[src/rtl/capture_buf_ctrl.sv]
// Triggered burst capture controller driving a single-port RAM, with request/valid readout.
// Optional pre-trigger capture enabled by defining CAPTURE_PRETRIG_EN.
module capture_buf_ctrl #(
    parameter int DATA_WIDTH = 8,
    parameter int DEPTH_LOG2 = 4
) (
    input  logic                  i_clk,
    input  logic                  i_rst,
    input  logic                  i_arm,
    input  logic                  i_abort,
    input  logic                  i_trig,
    input  logic                  i_sample_stb,
    input  logic [DATA_WIDTH-1:0] i_sample,
    input  logic                  i_rd_next,
    output logic [DATA_WIDTH-1:0] o_rd_data,
    output logic                  o_rd_valid,
    output logic                  o_armed,
    output logic                  o_capturing,
    output logic                  o_done,
    output logic                  o_ram_en,
    output logic                  o_ram_we,
    output logic [DEPTH_LOG2-1:0] o_ram_addr,
    output logic [DATA_WIDTH-1:0] o_ram_di,
    input  logic [DATA_WIDTH-1:0] i_ram_do
);

    localparam int DEPTH = 1 << DEPTH_LOG2;
    localparam int CNT_W = DEPTH_LOG2 + 1;
`ifdef CAPTURE_PRETRIG_EN
    localparam int POST_COUNT  = DEPTH / 2;
    localparam int FILL_TARGET = DEPTH / 2;
`else
    localparam int POST_COUNT  = DEPTH;
`endif

    typedef enum logic [1:0] {
        S_IDLE,
        S_ARMED,
        S_CAPTURE,
        S_DONE
    } state_t;

    state_t                r_state;
    state_t                w_stateNext;
    logic [DEPTH_LOG2-1:0] r_wptr;
    logic [DEPTH_LOG2-1:0] r_rptr;
    logic [CNT_W-1:0]      r_postCnt;
    logic                  r_rdValid;

    logic                  w_wrEn;
    logic                  w_rdEn;
    logic                  w_clearPtrs;
    logic                  w_trigAccept;
    logic                  w_trigReady;
    logic                  w_postWrite;
    logic                  w_enterDone;
    logic [CNT_W-1:0]      w_postInc;
    logic [DEPTH_LOG2-1:0] w_wptrInc;

`ifdef CAPTURE_PRETRIG_EN
    logic [DEPTH_LOG2-1:0] r_fillCnt;
    assign w_trigReady = (r_fillCnt == DEPTH_LOG2'(FILL_TARGET));
`else
    assign w_trigReady = 1'b1;
`endif

    assign w_postInc = r_postCnt + 1'b1;
    assign w_wptrInc = r_wptr + 1'b1;

    // Post-trigger writes are what count toward the burst length.
    assign w_postWrite = w_wrEn && ((r_state == S_CAPTURE) || w_trigAccept);
    assign w_enterDone = (w_stateNext == S_DONE) && (r_state != S_DONE);

    always_comb begin
        w_stateNext  = r_state;
        w_wrEn       = 1'b0;
        w_rdEn       = 1'b0;
        w_clearPtrs  = 1'b0;
        w_trigAccept = 1'b0;
        if (i_rst || i_abort) begin
            w_stateNext = S_IDLE;
        end else begin
            case (r_state)
                S_IDLE: begin
                    if (i_arm) begin
                        w_stateNext = S_ARMED;
                        w_clearPtrs = 1'b1;
                    end
                end
                S_ARMED: begin
                    w_trigAccept = i_trig && w_trigReady;
`ifdef CAPTURE_PRETRIG_EN
                    w_wrEn = i_sample_stb;
`else
                    w_wrEn = i_sample_stb && i_trig;
`endif
                    if (w_trigAccept) begin
                        if (w_wrEn && (w_postInc == CNT_W'(POST_COUNT)))
                            w_stateNext = S_DONE;
                        else
                            w_stateNext = S_CAPTURE;
                    end
                end
                S_CAPTURE: begin
                    w_wrEn = i_sample_stb;
                    if (w_wrEn && (w_postInc == CNT_W'(POST_COUNT)))
                        w_stateNext = S_DONE;
                end
                S_DONE: begin
                    if (i_arm) begin
                        w_stateNext = S_ARMED;
                        w_clearPtrs = 1'b1;
                    end else begin
                        w_rdEn = i_rd_next;
                    end
                end
                default: w_stateNext = S_IDLE;
            endcase
        end
    end

    always_ff @(posedge i_clk) begin
        if (i_rst) begin
            r_state   <= S_IDLE;
            r_wptr    <= '0;
            r_rptr    <= '0;
            r_postCnt <= '0;
            r_rdValid <= 1'b0;
        end else begin
            r_state   <= w_stateNext;
            r_rdValid <= w_rdEn;
            if (w_clearPtrs) begin
                r_wptr    <= '0;
                r_rptr    <= '0;
                r_postCnt <= '0;
            end else begin
                if (w_wrEn)
                    r_wptr <= w_wptrInc;
                if (w_postWrite)
                    r_postCnt <= w_postInc;
`ifdef CAPTURE_PRETRIG_EN
                // The slot after the last write holds the oldest pre-trigger sample.
                if (w_enterDone)
                    r_rptr <= w_wptrInc;
                else if (w_rdEn)
                    r_rptr <= r_rptr + 1'b1;
`else
                if (w_rdEn)
                    r_rptr <= r_rptr + 1'b1;
`endif
            end
        end
    end

`ifdef CAPTURE_PRETRIG_EN
    // Saturating count of pre-trigger writes since arm; gates trigger acceptance.
    always_ff @(posedge i_clk) begin
        if (i_rst) begin
            r_fillCnt <= '0;
        end else if (w_clearPtrs) begin
            r_fillCnt <= '0;
        end else if (w_wrEn && (r_state == S_ARMED) && !w_trigReady) begin
            r_fillCnt <= r_fillCnt + 1'b1;
        end
    end
`else
    logic w_unusedEnterDone;
    assign w_unusedEnterDone = w_enterDone;
`endif

    assign o_armed     = (r_state == S_ARMED);
    assign o_capturing = (r_state == S_CAPTURE);
    assign o_done      = (r_state == S_DONE);
    assign o_rd_valid  = r_rdValid;
    assign o_rd_data   = i_ram_do;
    assign o_ram_en    = w_wrEn || w_rdEn;
    assign o_ram_we    = w_wrEn;
    assign o_ram_addr  = w_rdEn ? r_rptr : r_wptr;
    assign o_ram_di    = i_sample;

endmodule

[config.mk]
export PLATFORM = sky130hd
export DESIGN_NAME = capture_buf_ctrl
export DESIGN_NICKNAME = d
export VERILOG_FILES = /design/src/rtl/capture_buf_ctrl.sv
export SDC_FILE = /design/constraint.sdc
export NUM_CORES = 1
export LEC_CHECK = 0
export CORE_UTILIZATION = 35
export CTS_CLUSTER_DIAMETER = 50
export CTS_CLUSTER_SIZE = 14
export DETAILED_ROUTE_END_ITERATION = 7
export PLACE_DENSITY = 0.7
export SYNTH_ARGS = -nofsm -noshare
export SYNTH_HDL_FRONTEND = slang
export SYNTH_SLANG_ARGS = --single-unit
[constraint.sdc]
create_clock -name i_clk -period 5.75 [get_ports i_clk]
set_input_delay 1.15 -clock i_clk [delete_from_list [all_inputs] [get_ports i_clk]]
set_output_delay 1.15 -clock i_clk [all_outputs]
set_load 0.01 [all_outputs]
==> reports/metrics.yaml, run 1 <==
setup_path:
  ff2ff_path_depth: 6
  cpPeakStageDelay_ns: 0.52
  r2r_slack_ns: 3.70
  slowest_stage: "clkdlybuf4s50_1"
  cp.required_ns: 4.60
  cp_cell_sequence: "clkdlybuf4s50_1, nor4b_2, and2_1, mux2_2, clkdlybuf4s50_1"
  crit_path_end_kind: "output pin"
  rr_endpoint: "r_postCnt[1]$_SDFFE_PP0P_"
  rr_startpoint: "r_state[0]$_SDFFE_PP0P_"
  crit_top_cell: "clkdlybuf4s50_1"
  endpoint: "o_ram_addr[2]"
  cp-startpoint: "i_abort"
  crit_arrival_ns: 3.35
  crit_path_start_kind: "input port"
  cp_max_fo: 8
  crit_type: "input port to output pin"
synth:
  syn_nets: 146
  yosys_warnings: 0
  post_synth_num_cell_types: 29
  syn_area_per_cell_um2: 9.04
  synthCells: 116
  ys_seq_area_frac: 0.305
  synth.largest_area_cell: "dfxtp_1"
  synth.top_cell.area_share: 0.305
  ys_ff_latch: 16
  synth_area_leaders: "dfxtp_1 31%, buf_4 13%, ha_1 8.4%"
  synth.cell_area_um2: 1050
timing:
  fin_crit_ns: 4.50
  post-route-period-util: 0.783
  hold_violations: 0
  slew_violations: 0
  setup_viol: 0
  slew_headroom: 0.374
  setup_tns_ns: 0
  rsz0062_at_grt: "no"
  fmax_mhz: 222
  finClkSkew_ns: 0.00725
  worst_pin_slew_ns: 0.937
floorplanning:
  die_w_um: 56.7
  die_area_um2: 3220
  ios: 49
  fp.dieH_um: 56.7
  core_area_um2: 2810
  placementRows: 19
  start_util: 0.374
clocking:
  cts-root-buf: "clkbuf_4"
  hold_buffers: 0
  cts_tree: "yes"
  clockBufferDepth: 2
  clk_pin_slew_ns: 0.09
  htree_levels: 1
  clock_sinks: 16
  clock_latency_ns: 0.29
  postCtsSetupBuffers: 0
  cts_inserted_buffers: 3
  cts-resized-gates: 0
global_route:
  grt_pass1_wl_um: 3280
  antenna_found_initial: 0
  grt_start_max_net_pins: 14
  grt.total_usage: 0.135
  grt_pass1_vias: 683
  overflow: 0
power_and_ir_drop:
  p_leak_uw: 0.000452
  ir_drop_uv: 98.0
  power_density_nw_per_um2: 182
  power_uw: 206
hold_path:
  hold_start: "r_state[1]$_SDFFE_PP0P_"
  hold_path_class: "flip-flop to flip-flop"
placement:
  globalplace.congestion: 0.750
  dp_hpwl_um: 1450
  port_buffers: 16
status:
  outcome: "finished, violations left"
  violations: "DRC"
cells_and_area:
  final_nets: 148
  area_delta_synth_final_pct: 8.47
  drive_above_1_share: 0.111
  fillers: 297
  antennaDiodeCount: 0
route:
  vias_per_cell: 4.99
  avgRoutedWirePerCell_um: 13.0
  drtIter0Drc: 21
  drc: 10
  vias: 738
  firstDrtPassIters: 6
  ant_nets: 0
  routed_wirelength_um: 1920
flow_run:
  cap_violations: 0
-- worst max-delay path, delay by kind of cell --
kind                   cells  cell delay [ns]
muxes                      1             0.39
buffers and inverters      2             1.00
and+or+nand+nor            2             0.81
-- Yosys cell counts --
library cell	count
a2bb2oi_1	1
nor4b_4	1
inv_1	4
nor2_1	16
or2_2	1
and2_1	3
mux2i_1	5
nand3_1	7
o21bai_1	1
buf_6	1
nand4_1	1
mux2_2	4
o21ai_0	2
nor3_1	1
or3b_2	1
and3_1	3
xor2_1	7
nor4b_2	1
a21oi_1	1
a21o_1	1
buf_4	18
nor2b_1	1
dfxtp_1	16
xnor2_1	4
nand2_1	4
or3_2	1
nand3b_1	1
o211ai_1	2
ha_1	7
-- area by class of cell --
cell class,count,area [um2],area share
Multi-Input combinational cell,77,567,0.498
Timing Repair Buffer,16,160,0.141
Clock buffer,4,36.3,0.0319
Inverter,4,15.0,0.0132
Sequential cell,16,320,0.282
Tap cell,31,38.8,0.0341
-- state kept, by name (all words and copies together), names as in the netlist --
name and count:
o_rd_valid 1, r_wptr 4, r_rptr 4, r_postCnt 5
r_state 2
-- per-layer routing --
metal	vias up	wire length (um)	GRT usage
li1	376	-	-
met1	333	846	0.155
met2	25	912	0.224
met3	4	116	0.0323
met4	0	45	0.0801
met5	-	0	0
-- kinds of logic (layout without fill, tap and decap cells) --
family | Yosys count | after routing | synth area share
AO/OA/AOI/OAI | 8 | 8 | 0.0513
multiplexers | 9 | 9 | 0.0907
buffers and inverters | 23 | 24 | 0.154
flip-flops | 16 | 16 | 0.305
XOR/XNOR | 11 | 11 | 0.0919
adder cells (fa/ha/maj) | 7 | 7 | 0.0835
AND/OR/NAND/NOR | 42 | 42 | 0.223
-- cells in the final DEF, fill, tap and decap left out, types with 4 or more instances in the layout --
| cell | synthesis | final |
|---|---|---|
| clkdlybuf4s50_1 | 0 | 16 |
| dfxtp_1 | 16 | 16 |
| ha_1 | 7 | 7 |
| inv_1 | 4 | 4 |
| mux2_2 | 4 | 4 |
| mux2i_1 | 5 | 5 |
| nand2_1 | 4 | 4 |
| nand3_1 | 7 | 7 |
| nor2_1 | 16 | 16 |
| xnor2_1 | 4 | 4 |
| xor2_1 | 7 | 7 |
-- metrics by stage --
stage          cell area (um2)  worst slack [ns]  utilization  hold WS [ns]  std cells
6_report                  1140              1.25        0.405         0.519        148
5_1_grt                   1140              1.16        0.405         0.579        148
4_1_cts                   1140              1.25        0.405         0.527        148
3_5_place_dp              1100              1.28        0.393         0.512        144
3_3_place_gp              1100              1.36        0.393         0.483        144
2_1_floorplan             1050              2.48            -         0.471        116
-- worst min path at each step --
stage	end	cells past startpoint	slack [ns]
floorplan	r_state[1]$_SDFFE_PP0P_	2	0.47
global placement	r_state[1]$_SDFFE_PP0P_	2	0.48
detailed placement	r_rptr[3]$_SDFFE_PP0P_	2	0.51
CTS	r_state[1]$_SDFFE_PP0P_	2	0.53
global route	r_state[1]$_SDFFE_PP0P_	2	0.58
finish	r_state[1]$_SDFFE_PP0P_	2	0.52
-- power breakdown --
group	leakage, uW	switching [uW]	internal (uW)
sequential	0.000129	0.850	111
combinational	0.000302	10.5	9.46
clock	0.0000210	35.6	38.6
total	0.000452	47.0	159
(Power assumes the default switching activity.)
==> run 2, diff against run 1 <==
--- a/config.mk
+++ b/config.mk
@@ -9,7 +9,7 @@
 export CTS_CLUSTER_DIAMETER = 50
 export CTS_CLUSTER_SIZE = 14
 export DETAILED_ROUTE_END_ITERATION = 7
-export PLACE_DENSITY = 0.7
+export PLACE_DENSITY = 0.73
 export SYNTH_ARGS = -nofsm -noshare
 export SYNTH_HDL_FRONTEND = slang
 export SYNTH_SLANG_ARGS = --single-unit
==> constraint.sdc (replaced) <==
create_clock -name i_clk -period 3.8 [get_ports i_clk]
set_input_delay 0.76 -clock i_clk [delete_from_list [all_inputs] [get_ports i_clk]]
set_output_delay 0.76 -clock i_clk [all_outputs]
set_load 0.01 [all_outputs]
==> reports/metrics.yaml, run 2 (synthesis gave the netlist of run 1 again) <==
global_route:
  grt_pass1_wl_um: 3040  # -7.4%
  grt_pass1_vias: 722  # +5.7%
  grt.total_usage: 0.119  # -0.0157
  antenna_found_initial: 0  # unchanged
  overflow: 0  # unchanged
  grt_start_max_net_pins: 14  # unchanged
route:
  avgRoutedWirePerCell_um: 12.0  # -7.7%
  drc: 10  # unchanged
  routed_wirelength_um: 1810  # -5.8%
  drtIter0Drc: 19  # -9.5%
  firstDrtPassIters: 6  # unchanged
  ant_nets: 0  # unchanged
  wl_met3_um: 124  # +6.9%
  vias_per_cell: 4.95  # -0.79%
  top_layer: "met4"
  m1WireLength_um: 824  # -2.6%
  vias: 747  # +1.2%
  wl_met2_um: 830  # -9.0%
timing:
  worst_pin_slew_ns: 0.949  # +0.0122 ns
  hold_violations: 0  # unchanged
  fin_crit_ns: 3.57
  slew_violations: 0  # unchanged
  rsz0062_at_grt: "no"
  post-route-period-util: 0.940
  setup_tns_ns: 0  # unchanged
  setup_viol: 0  # unchanged
  slew_headroom: 0.366  # -0.00817
  finClkSkew_ns: 0.00410  # -0.00315 ns
  fmax_mhz: 280
  holdWs_ns: 0.507  # -0.0123 ns
  worst_slack_ns: 0.229  # -1.02 ns
clocking:
  clock_latency_ns: 0.28  # about the same
  hold_buffers: 0  # unchanged
  postCtsSetupBuffers: 0  # unchanged
  clock_sinks: 16  # unchanged
  clk_pin_slew_ns: 0.09  # about the same
  cts-resized-gates: 0  # unchanged
  htree_levels: 1  # unchanged
  cts_inserted_buffers: 3  # unchanged
  cts-root-buf: "clkbuf_4"
  clockBufferDepth: 2  # unchanged
  cts_tree: "yes"
status:
  violations: "DRC"
  outcome: "finished, violations left"
cells_and_area:
  register_area_um2: 320  # unchanged
  drive_above_1_share: 0.133  # +0.0222
  fin_cells: 151  # +2.0%
  final_nets: 152  # +2.7%
  antennaDiodeCount: 0  # unchanged
  most-common-layout-cells: "16 x nor2_1, 16 x clkdlybuf4s50_1, 16 x dfxtp_1"
  top_register: "r_postCnt"
  largest_register_ffs: 5  # unchanged
  fillers: 292  # -1.7%
  multiInputGateArea_um2: 567  # unchanged
  area_delta_synth_final_pct: 10.0
  reg_top3: "r_postCnt (5), r_rptr (4), r_wptr (4)"
placement:
  dp.cells: 148  # +2.8%
  dp_hpwl_um: 1420  # -2.0%
  port_buffers: 16  # unchanged
  place_ws_ns: 0.212  # -1.06 ns
  globalplace.congestion: 0.754  # +0.61%
power_and_ir_drop:
  power_uw: 286  # +39%
  p_seq_frac: 0.593  # +0.049
  clkPwrFrac: 0.296  # -0.064
  power_density_nw_per_um2: 248  # +37%
  p_sw_uw: 65.3  # +39%
  p_leak_uw: 0.000465  # +2.9%
  ir_drop_uv: 171  # +75%
  pwr-share-comb: 0.111  # +0.014
  p_int_uw: 221  # +39%
  p_sw_frac: 0.228  # +0.000321
setup_path:
  crit_path_end_kind: "output pin"
  crit_arrival_ns: 2.81  # -0.54 ns
  crit_type: "input port to output pin"
  cp_max_fo: 8  # unchanged
  cp.required_ns: 3.04  # -1.56 ns
  crit_path_start_kind: "input port"
floorplanning:
  die_w_um: 56.7  # unchanged
  die_area_um2: 3220  # unchanged
  placementRows: 19  # unchanged
  ios: 49  # unchanged
  start_util: 0.374  # unchanged
  fp.dieH_um: 56.7  # unchanged
  core_area_um2: 2810  # unchanged
flow_run:
  cap_violations: 0  # unchanged
hold_path:
  hold_path_class: "flip-flop to flip-flop"
==> run 2: cell count changes in the layout (fill, tap and decap cells not counted), sizes merged <==
cell    delta
buf        +4
clkbuf     -1
==> run 2: worst paths after layout <==
path                           startpoint                   endpoint  slack [ns]  cells after the start
hold / removal    r_state[1]$_SDFFE_PP0P_    r_state[1]$_SDFFE_PP0P_        0.51                      2
hold reg to reg   r_state[1]$_SDFFE_PP0P_    r_state[1]$_SDFFE_PP0P_        0.51                      2
setup reg to reg  r_state[0]$_SDFFE_PP0P_  r_postCnt[0]$_SDFFE_PP0P_        1.88                      5
setup / recovery                    i_arm              o_ram_addr[3]        0.23                      5
==> run 2: power groups by stage <==
| stage | clock, uW | combinational [uW] | sequential, uW |
|---|---|---|---|
| after floorplan | 0 | 34.0 | 173 |
| after global placement | 0 | 31.3 | 174 |
| after detailed placement | 0 | 32.2 | 174 |
| after CTS | 87.3 | 32.2 | 170 |
| after global routing | 97.2 | 34.6 | 170 |
| final | 84.9 | 31.7 | 170 |
==> run 2: area by class of cell <==
class,count,share of cell area
inverter,4,0.0130
sequential,16,0.278
timing repair buffer,20,0.165
tap,31,0.0336
multi-input combinational,77,0.491
clock buffer,3,0.0195
==> run 2: per-stage QoR <==
stage	utilization	cell area, um2
floorplan	-	1050
global placement	0.403	1130
detailed placement	0.403	1130
CTS	0.411	1150
global route	0.411	1150
finish	0.411	1150
==> run 2: routing by layer <==
layer  global-route usage  up-vias
met2                0.206       18
met5                    0        -
met3               0.0253        6
met4               0.0523        0
li1                     -      380
met1                0.140      343
==> run 2: worst max-delay path, cell delays in order <==
cell             delay, ns
clkdlybuf4s50_1       0.45
nor4b_2               0.37
and2_1                0.36
mux2_2                0.38
clkdlybuf4s50_1       0.49
==> run 3, diff against run 2 <==
--- a/config.mk
+++ b/config.mk
@@ -5,11 +5,13 @@
 export SDC_FILE = /design/constraint.sdc
 export NUM_CORES = 1
 export LEC_CHECK = 0
+export CAP_MARGIN = 25
 export CORE_UTILIZATION = 35
 export CTS_CLUSTER_DIAMETER = 50
 export CTS_CLUSTER_SIZE = 14
 export DETAILED_ROUTE_END_ITERATION = 7
 export PLACE_DENSITY = 0.73
+export SKIP_LAST_GASP = 1
 export SYNTH_ARGS = -nofsm -noshare
 export SYNTH_HDL_FRONTEND = slang
 export SYNTH_SLANG_ARGS = --single-unit
==> results of run 3 <==
The final DEF is identical to that of run 2; final timing and power are the same.
